**src/rtl/key_led_indicator.sv**
```systemverilog
// Turns single-cycle key events into timed LED blinks, queueing events that arrive mid-blink.
// Optional macro KEY_LED_DOUBLE_BLINK_EN: each event produces two blinks instead of one.
module key_led_indicator #(
  parameter logic [23:0] ON_MAX      = 24'd12_499_999,
  parameter logic [23:0] OFF_MAX     = 24'd12_499_999,
  parameter logic [3:0]  PEND_MAX    = 4'd15,
  parameter logic        LED_ACT_LOW = 1'b1
) (
  input  logic       clk,
  input  logic       rst_n,
  input  logic       evt_in,
  output logic       led_out,
  output logic       busy,
  output logic [3:0] pend_cnt,
  output logic       ovf
);

  localparam int unsigned TMR_W = 24;
  localparam int unsigned CNT_W = 4;

  typedef enum logic [1:0] {
    IDLE = 2'd0,
    ON   = 2'd1,
    OFF  = 2'd2
  } state_t;

  state_t           state;
  logic [TMR_W-1:0] timer;
`ifdef KEY_LED_DOUBLE_BLINK_EN
  logic             blink_idx;
`endif

  logic start_c;
  logic dec_c;
  logic queue_in_c;

  // An event that starts a blink from an empty queue bypasses the counter.
  always_comb begin
    start_c    = 1'b0;
    dec_c      = 1'b0;
    queue_in_c = 1'b0;
    if (state == IDLE) begin
      start_c = evt_in | (pend_cnt != '0);
    end
    dec_c      = start_c & (pend_cnt != '0);
    queue_in_c = evt_in & ~(start_c & (pend_cnt == '0));
  end

  always_ff @(posedge clk) begin
    if (!rst_n) begin
      state    <= IDLE;
      timer    <= '0;
      pend_cnt <= '0;
      ovf      <= 1'b0;
      led_out  <= LED_ACT_LOW;
      busy     <= 1'b0;
`ifdef KEY_LED_DOUBLE_BLINK_EN
      blink_idx <= 1'b0;
`endif
    end else begin
      ovf <= 1'b0;

      // Pending-event queue with saturation and drop reporting.
      if (queue_in_c && !dec_c) begin
        if (pend_cnt == PEND_MAX) begin
          ovf <= 1'b1;
        end else begin
          pend_cnt <= pend_cnt + CNT_W'(1);
        end
      end else if (!queue_in_c && dec_c) begin
        pend_cnt <= pend_cnt - CNT_W'(1);
      end

      case (state)
        IDLE: begin
          if (start_c) begin
            state   <= ON;
            timer   <= '0;
            led_out <= ~LED_ACT_LOW;
            busy    <= 1'b1;
`ifdef KEY_LED_DOUBLE_BLINK_EN
            blink_idx <= 1'b0;
`endif
          end
        end
        ON: begin
          if (timer == ON_MAX) begin
            state   <= OFF;
            timer   <= '0;
            led_out <= LED_ACT_LOW;
          end else begin
            timer <= timer + TMR_W'(1);
          end
        end
        OFF: begin
          if (timer == OFF_MAX) begin
            timer <= '0;
`ifdef KEY_LED_DOUBLE_BLINK_EN
            if (!blink_idx) begin
              state     <= ON;
              blink_idx <= 1'b1;
              led_out   <= ~LED_ACT_LOW;
            end else begin
              state <= IDLE;
              busy  <= 1'b0;
            end
`else
            state <= IDLE;
            busy  <= 1'b0;
`endif
          end else begin
            timer <= timer + TMR_W'(1);
          end
        end
        default: begin
          state   <= IDLE;
          timer   <= '0;
          led_out <= LED_ACT_LOW;
          busy    <= 1'b0;
        end
      endcase
    end
  end

endmodule

```
**config.mk**
```make
export PLATFORM = sky130hd
export DESIGN_NAME = key_led_indicator
export DESIGN_NICKNAME = d
export VERILOG_FILES = /design/src/rtl/key_led_indicator.sv
export SDC_FILE = /design/constraint.sdc
export NUM_CORES = 1
export LEC_CHECK = 0
export ABC_AREA = 1
export CAP_MARGIN = 20
export CORE_AREA = 10 10 63 116
export DETAILED_ROUTE_END_ITERATION = 10
export DIE_AREA = 0 0 73 126
export DONT_BUFFER_PORTS = 1
export GPL_ROUTABILITY_DRIVEN = 0
export GPL_TIMING_DRIVEN = 0
export PLACE_DENSITY = 0.54
export REMOVE_ABC_BUFFERS = 1
export SYNTH_ARGS = -nofsm -noshare
export SYNTH_HDL_FRONTEND = slang
export SYNTH_SLANG_ARGS = --single-unit
```
**constraint.sdc**
```tcl
create_clock -name clk -period 4.2 [get_ports clk]
set_input_delay 0.84 -clock clk [delete_from_list [all_inputs] [get_ports clk]]
set_output_delay 0.84 -clock clk [all_outputs]
set_load 0.005 [all_outputs]
```
# Word level (Yosys, flattened, before mapping)
# Cells that the tools add are included.
dict set report classes {
  n_mux 18
  add_sub_neg 3
  eq_ne 8
  reduce_logical 14
  n_bitwise 7
}
# op count
set op_table {}
lappend op_table {{24-bit 2-to-1 mux} 2}
lappend op_table {{24-bit one-hot mux with 2 select lines} 1}
lappend op_table {{24-bit by 1-bit adder with 24-bit output, second input constant} 1}
lappend op_table {{24-bit equality test, second input constant} 1}
lappend op_table {{4-bit 2-to-1 mux} 3}
lappend op_table {{3-bit AND reduction} 3}
lappend op_table {{2-bit inequality test, second input constant} 4}
lappend op_table {{1-bit 2-to-1 mux} 6}
lappend op_table {{2-bit 2-to-1 mux} 3}
lappend op_table {{1-bit one-hot mux with 3 select lines} 2}
lappend op_table {{2-bit one-hot mux with 3 select lines} 1}
lappend op_table {{4-bit by 1-bit adder with 4-bit output, second input constant} 1}
lappend op_table {{4-bit equality test, second input constant} 1}
lappend op_table {{4-bit logical NOT} 1}
lappend op_table {{2-bit AND reduction} 2}
lappend op_table {{4-bit nonzero test} 1}
lappend op_table {{4-bit by 1-bit subtractor with 4-bit output, second input constant} 1}
lappend op_table {{1-bit bitwise AND} 3}
lappend op_table {{1-bit inverter} 3}
lappend op_table {{2-bit by 1-bit equality test with 1-bit output, second input constant} 1}
lappend op_table {{2-bit equality test, second input constant} 1}
lappend op_table {{1-bit logical AND} 2}
lappend op_table {{1-bit logical NOT} 2}
lappend op_table {{2-bit logical NOT} 1}
lappend op_table {{3 further kinds} 3}
dict set report word_totals {
  input_bits 3
  out_inout_bits 7
  reg_bits 33
}

# Logic depth before layout (Yosys ltp)
# Gate-level depths: netlist (run 1).
dict set report depth {
  ltp_word 10
  ltp_mapped 12
  ltp_nobuf 12
}

# Worst setup path before layout (run 1)
# No wires, ideal clock.
dict set report synth_timing {
  path_type {input to register}
  startpoint {input evt_in}
  endpoint {register pend_cnt[3]}
  setup_ns 0.122
  slack_ns 2.147
  stages 9
  t_arrival_ns 1.931
  n_path_buf 0
  path_cell_list {inv_1 -> nor2_1 -> inv_1 -> ha_1 -> o21ai_0 -> a21oi_1 -> nor2_1 -> xnor2_1 -> a21oi_1}
}
dict set report synth_via {
  elab_chain_cells 9
}
# item line
set synth_lines {}
lappend synth_lines {{start, declared} 11} ;# input logic evt_in,
lappend synth_lines {{1-bit OR} 43} ;# start_c = evt_in | (pend_cnt != '0);
lappend synth_lines {{1-bit 2-to-1 mux} 42} ;# if (state == IDLE) begin
lappend synth_lines {{1-bit bitwise AND} 46} ;# queue_in_c = evt_in & ~(start_c & (pend_cnt == '0));
lappend synth_lines {{1-bit inverter} 46}
lappend synth_lines {{1-bit bitwise AND} 46}
lappend synth_lines {{1-bit logical NOT} 70} ;# end else if (!queue_in_c && dec_c) begin
lappend synth_lines {{1-bit logical AND} 70}
lappend synth_lines {{2-bit nonzero test (no source line)} n/a}
lappend synth_lines {{2-bit AND reduction (no source line)} n/a}
lappend synth_lines {{end signal, assigned} 68} ;# pend_cnt <= pend_cnt + CNT_W'(1);
lappend synth_lines {{end signal, assigned} 71} ;# pend_cnt <= pend_cnt - CNT_W'(1);
lappend synth_lines {{end, declared} 14} ;# output logic [3:0] pend_cnt,
# Parallel ways exist; a longest one is shown, timed or not.
# A chain may end at the register's enable or synchronous reset.

# Final worst setup path (run 1)
dict set report layout_timing {
  startpoint {register state[0]}
  endpoint {register pend_cnt[3]}
}
dict set report layout_via {
  elab_chain_cells 9
}
# item line
set layout_lines {}
lappend layout_lines {{start, declared} 27} ;# state_t state;
lappend layout_lines {{start signal, assigned} 51} ;# state <= IDLE;
lappend layout_lines {{start signal, assigned} 77} ;# state <= ON;
lappend layout_lines {{start signal, assigned} 88} ;# state <= OFF;
lappend layout_lines {{2-bit logical NOT (*)} 42}
lappend layout_lines {{1-bit 2-to-1 mux (*)} 42}
lappend layout_lines {{1-bit bitwise AND} 46}
lappend layout_lines {{1-bit inverter} 46}
lappend layout_lines {{1-bit bitwise AND} 46}
lappend layout_lines {{1-bit logical NOT} 70}
lappend layout_lines {{1-bit logical AND} 70}
lappend layout_lines {{2-bit nonzero test (no source line)} n/a}
lappend layout_lines {{2-bit AND reduction (no source line)} n/a}
# Mark *: on every way between the ends. The rest lies on a longest branch, timed or not.

==> reports/metrics.yaml, run 1 <==
grt_usage_pct: 12.0
rows: 38
placed_area_mm2: 0.00211
arrival_ps: 2230
critPathKind: "reg -> reg"
insertedDiodeCount: 0
grt_max_degree: 20
fin_skew_ps: 7.60
cellPowerDensity_mw_per_mm2: 478
ant_nets: 0
critPathLaunchType: "flip-flop"
synth-edff-count: 0
endpoint_kind: "flip-flop"
final_cell_area_mm2: 0.00221
ir_drop_v: 0.000421
r2r_slack_ps: 2150
drive_above_1_share_pct: 12.2
antenna_found_initial: 0
area_growth_syn_to_layout_pct: 6.84
crit_required_ps: 4390
port_buffers: 0
tritoncts: "done"
rsz0062_at_grt: "no"
grt_pass1_vias: 1872
drc: 0
wl_per_cell_um: 13.6
dpl.hpwl_mm: 3.93
worst_slew_pin_slew_ps: 406
synth.distinct_cells: 28
fin_crit_sh_pct: 48.7
syn_area_per_cell_um2: 6.72
critPathLaunch: "state[0]$_SDFFE_PN0P_"
synth-async-reset-ratio_pct: 0
status: "finished, final reports clean"
routed_wirelength_mm: 5.04
fin_util_pct: 40.8
syn_area_mm2: 0.00207
drv_cap: 0
ys_dominant_reg_cell: "dfxtp_1"
finalSetupViolCount: 0
dr.pass1.iters: 4
seq_area_frac_synth_pct: 31.9
cts_sinks: 33
holdBufCountCts: 0
vias_per_cell: 4.99
cts_buffers: 5
place_ws_ps: 1950
dr_total_vias: 1850
h-tree-depth: 2
fin_nets: 320
p_leak_nw: 0.875
hold_violations: 0
r2r-start: "state[0]$_SDFFE_PN0P_"
grt_pass1_wl_mm: 8.75
io_pins: 10
core_mm2: 0.00542
cts_root_buf: "clkbuf_8"
drt_iter0_drc: 59
clkLatencyLatePin_ps: 300
cp_max_fo: 5
ys_warn_count: 0
cts_setup_buffers: 0
clk_pin_slew_ps: 70
timing.fmax_mhz: 489
ys_seq_elements: 33
drv_slew: 0
gr-total-overflow: 0
crit_end: "pend_cnt[3]$_SDFFE_PN0P_"
min_period_ps: 2050
finalSetupTns_ps: 0
slew_headroom_pct: 72.6
initial_core_util_pct: 38.2
ff2ff_path_depth: 10
dieHeight_um: 126
ctsResizeCount: 0
finalWorstSetupSlack_ps: 2150
syn_inst: 308
min_path_type: "reg -> reg"
fill_cells: 612
ctsLongestPathBuffers: 2
fp.dieArea_mm2: 0.00920
r2r_end: "pend_cnt[3]$_SDFFE_PN0P_"
die_w_um: 73
## worst min-delay path by stage
stage                            from           endpoint  slack (ps)  cells after the start
floorplan           busy$_SDFFE_PN0P_  busy$_SDFFE_PN0P_         440                      2
CTS                 busy$_SDFFE_PN0P_  busy$_SDFFE_PN0P_         480                      2
global placement    busy$_SDFFE_PN0P_  busy$_SDFFE_PN0P_         460                      2
finish              busy$_SDFFE_PN0P_  busy$_SDFFE_PN0P_         470                      2
detailed placement  busy$_SDFFE_PN0P_  busy$_SDFFE_PN0P_         470                      2
global route        busy$_SDFFE_PN0P_  busy$_SDFFE_PN0P_         520                      2
## cell usage in the layout (no fill, tap or decap)
cell type	Yosys	final
nand2_2	5	5
inv_1	44	44
nand3_2	2	2
a21oi_1	18	18
nor2_2	2	2
nand4_1	10	10
xor2_1	1	1
a21oi_4	1	1
clkbuf_8	0	7
o21ai_0	9	9
nor2_4	5	5
ha_1	7	7
nand2_1	70	70
and3_2	1	1
nor3_2	8	8
inv_2	2	2
nand2_4	2	2
nor2_8	2	2
nor3_1	11	11
a31oi_1	1	1
xnor2_1	2	2
nor2_1	47	47
nand3_1	19	19
clkinv_2	0	1
nor4_1	1	1
dfxtp_1	33	33
## synth_stat cells, types with 5 or more instances
library cell  instances  area [um^2]
nor3_1               11         55.1
nor2_1               47          176
dfxtp_1              33          661
inv_1                44          165
ha_1                  7         87.6
nor2_4                5         56.3
nor3_2                8         80.1
nand2_2               5         31.3
nand3_1              19         95.1
a21oi_1              18         90.1
nand4_1              10         62.6
o21ai_0               9         45.0
nand2_1              70          263
## report_power, final
group	switching (mW)	internal (mW)	total, mW
registers	0.0470	0.351	0.398
clock network	0.127	0.148	0.275
logic	0.253	0.130	0.383
total	0.426	0.629	1.06
## worst max-delay path: stages (launching register included)
cell and delay [ps]:
dfxtp_1 350, inv_1 90, ha_1 240, nor2_1 290
inv_1 140, ha_1 330, o21ai_0 80, a21oi_1 120
nor2_1 70, xnor2_1 140, a21oi_1 80
## registers in the layout, summed over array words and instances (netlist names)
| register | cells |
|---|---|
| pend_cnt | 4 |
| busy | 1 |
| state | 2 |
| led_out | 1 |
| timer | 24 |
| ovf | 1 |
## layer usage
layer  up-vias  global-route usage [%]  wire (um)  share of wire [%]
met5         -                       0          0                  0
met4         0                    7.19        163                3.2
met3         9                    2.91        163                3.2
met2        21                    22.9       2960                 59
met1       835                    10.5       1740                 35
li1        985                       -          -                  -
## cell families (layout without fill, tap and decap cells)
group / Yosys count / after routing / share of synthesized area (%)
simple gates: 185 / 185 / 44.9
buf+inv: 51 / 54 / 10.0
flops: 33 / 33 / 31.9
compound gates: 29 / 29 / 7.62
fa+ha+maj: 7 / 7 / 4.23
xor+xnor: 3 / 3 / 1.27
## through the flow
step	total power [mW]	cells	hold WS (ps)
final	1.06	371	466
after global routing	1.15	371	516
after CTS	1.08	371	478
after detailed placement	0.797	363	466
after global placement	0.793	363	464
after floorplan	0.709	303	437
## final cells by class
type | count | area [um^2] | area share [%]
Multi-Input combinational cell | 224 | 1200 | 54.3
Clock inverter | 1 | 5.00 | 0.227
Tap cell | 60 | 75.1 | 3.40
Inverter | 46 | 173 | 7.81
Sequential cell | 33 | 661 | 29.9
Clock buffer | 7 | 96.3 | 4.36
(Power assumes the default switching activity.)
==> run 2: changes to the inputs <==
ABC_AREA = 0   (was 1)
CORE_AREA = 10 10 61 112   (was 10 10 63 116)
DIE_AREA = 0 0 71 122   (was 0 0 73 126)
PLACE_DENSITY = 0.53   (was 0.54)
clock period = 2 ns   (was 4.2 ns; I/O delays follow)
==> run 2 against run 1 <==
Compared with the run above: clock skew is 3.0 ps higher; utilization is 0.45 points lower; routed wire length down 16%; flip-flop and latch count did not move; critical path type unchanged; sequential power grew 110%; clock power rose by 78%; largest cell class unchanged; highest routed layer unchanged; maximum frequency grew 7.3%; largest power group is now combinational logic; non-clock buffer count up 3; hold slack worse by 270 ps; register-to-register slack worse by 2100 ps.
==> reports/metrics.yaml, run 2 <==
wl_per_cell_um: 15.5
fin_skew_ps: 10.6
tritoncts: "done"
drive_above_1_share_pct: 14.0
largestRegisters: "timer (24), pend_cnt (4), state (2)"
yosysMostFrequentCell: "dfxtp_1"
clkPwrFrac_pct: 22.2
io_pins: 10
ys_dominant_reg_cell: "dfxtp_1"
synth-async-reset-ratio_pct: 0
critPathKind: "reg -> reg"
min_period_ps: 1910
regMostFlops: "timer"
drt_iter0_drc: 64
rows: 37
power_mw: 2.21
ys_seq_elements: 33
antenna_found_initial: 0
finalSetupViolCount: 0
timing.fmax_mhz: 525
dpl.hpwl_mm: 3.18
clk_pin_slew_ps: 70
critPathLaunchType: "flip-flop"
crit_required_ps: 2190
worst_slew_pin_slew_ps: 361
rsz0062_at_grt: "no"
fin_nets: 223
ctsLongestPathBuffers: 2
r2r_slack_ps: 90
routed_wirelength_mm: 4.21
core_mm2: 0.00509
fill_cells: 520
grt_max_degree: 22
grt_pass1_wl_mm: 7.31
initial_core_util_pct: 36.9
grt_pass1_vias: 1525
swShare_pct: 37.8
insertedDiodeCount: 0
largest_reg_flops: 24
ant_nets: 0
gr-total-overflow: 0
dr_total_vias: 1507
cts_sinks: 33
fp.dieArea_mm2: 0.00866
ys_warn_count: 0
area_growth_syn_to_layout_pct: 9.18
yosys-top-cells-count: "dfxtp_1, nor2_1, nand2_1, nand3_1, xor2_1"
final_common_cell: "dfxtp_1"
cts_root_buf: "clkbuf_8"
dieHeight_um: 122
slew_headroom_pct: 75.7
die_w_um: 71
yosys.area.top_type: "dfxtp_1"
dp.cells: 261
p_switching_mw: 0.834
port_buffers: 0
regArea_um2: 661
grt_usage_pct: 10.3
seq_area_frac_synth_pct: 35.1
hold_violations: 0
syn_inst: 214
synthTopCellsByArea: "dfxtp_1, nand3_1, ha_1"
vias_per_cell: 5.54
cts_buffers: 5
h-tree-depth: 2
drv_slew: 0
arrival_ps: 2100
status: "finished, final reports clean"
layoutNonFillerInstCount: 272
pwr-share-seq_pct: 37.8
synth-edff-count: 0
multi_input_area_mm2: 0.00119
fin_crit_sh_pct: 95.3
combPwrFrac_pct: 40.0
p_int_mw: 1.37
synth.top_cell.area_share_pct: 35.1
cp_max_fo: 6
layout_common_cells: "dfxtp_1, nor2_1, nand3_1, nand2_1, xor2_1"
drv_cap: 0
cellPowerDensity_mw_per_mm2: 1070
min_path_type: "in -> reg"
ir_drop_v: 0.000648
endpoint_kind: "flip-flop"
dr.pass1.iters: 4
p_leak_nw: 0.728
syn_area_per_cell_um2: 8.79
syn_area_mm2: 0.00188
drc: 0
clkLatencyLatePin_ps: 290
synth.distinct_cells: 54
[run 2: changes by cell type after synthesis, sizes merged, moves of 9 or more]
cell   before  now
nor3       19    6
nor2       56   23
nand2      77   20
inv        46    4
a21oi      19    2
xor2        1   10
[run 2: worst paths after layout]
path	depth (start not counted)	end	from
hold reg to reg	2	state[0]$_SDFFE_PN0P_	state[0]$_SDFFE_PN0P_
setup / recovery	9	pend_cnt[3]$_SDFFE_PN0P_	state[0]$_SDFFE_PN0P_
hold / removal	1	led_out$_SDFFE_PN1P_	rst_n
setup reg to reg	9	pend_cnt[3]$_SDFFE_PN0P_	state[0]$_SDFFE_PN0P_
[run 2: stage by stage]
stage	TNS [ps]	utilization [%]	setup WS (ps)	hold WS (ps)	cell area (um^2)
after global placement	-893	37.1	-236	472	1890
final	0	40.3	94.0	196	2050
after global routing	0	40.3	4.84	197	2050
after detailed placement	-979	37.1	-272	491	1890
after floorplan	0	-	76.9	452	1810
after CTS	0	39.9	23.1	190	2030
[run 2: final cells by class]
cell class / instances / share of cell area (%)
Clock buffer: 6 / 3.53
Timing Repair Buffer: 3 / 1.71
Sequential cell: 33 / 32.2
Clock inverter: 2 / 0.488
Tap cell: 58 / 3.53
Multi-Input combinational cell: 166 / 57.8
Inverter: 4 / 0.731
[run 2: worst max-delay path, stage by stage (launching register included)]
cell,delay (ps)
dfxtp_1,370
inv_1,90
ha_2,230
nand2b_4,190
ha_4,280
o21ai_0,70
and3b_1,200
o21ai_2,150
xnor2_1,80
and2_1,150
[run 2: cells by family after synthesis]
family / after synthesis / share of synthesized area (%)
buffers and inverters: 15 / 4.32
adder cells (fa/ha/maj): 7 / 4.66
AND/OR/NAND/NOR: 107 / 32.4
XOR/XNOR: 19 / 8.85
flip-flops: 33 / 35.1
AO/OA/AOI/OAI: 30 / 13.0
multiplexers: 3 / 1.60
[run 2: timing repair]
item                                    4_1_cts  5_1_grt
gates resized for setup                       7        4
buffers inserted                              2        1
pin swaps                                     1        2
hold buffers                                  0        0
cloned                                        0        0
endpoints found under the setup margin       16       20
[run 2: power groups by stage]
stage	sequential, mW	clock [mW]	combinational, mW
after detailed placement	0.847	0	0.746
after global routing	0.853	0.525	0.963
after floorplan	0.813	0	0.605
final	0.834	0.490	0.881
after CTS	0.836	0.503	0.846
after global placement	0.845	0	0.733
[run 2: per-layer routing]
metal / vias to the layer above / share of wire (%) / global-route usage (%)
met3: 6 / 3.5 / 3.09
met5: - / 0 / 0
met4: 0 / 1.6 / 4.14
met1: 719 / 36 / 9.22
li1: 766 / - / -
met2: 16 / 59 / 20.4
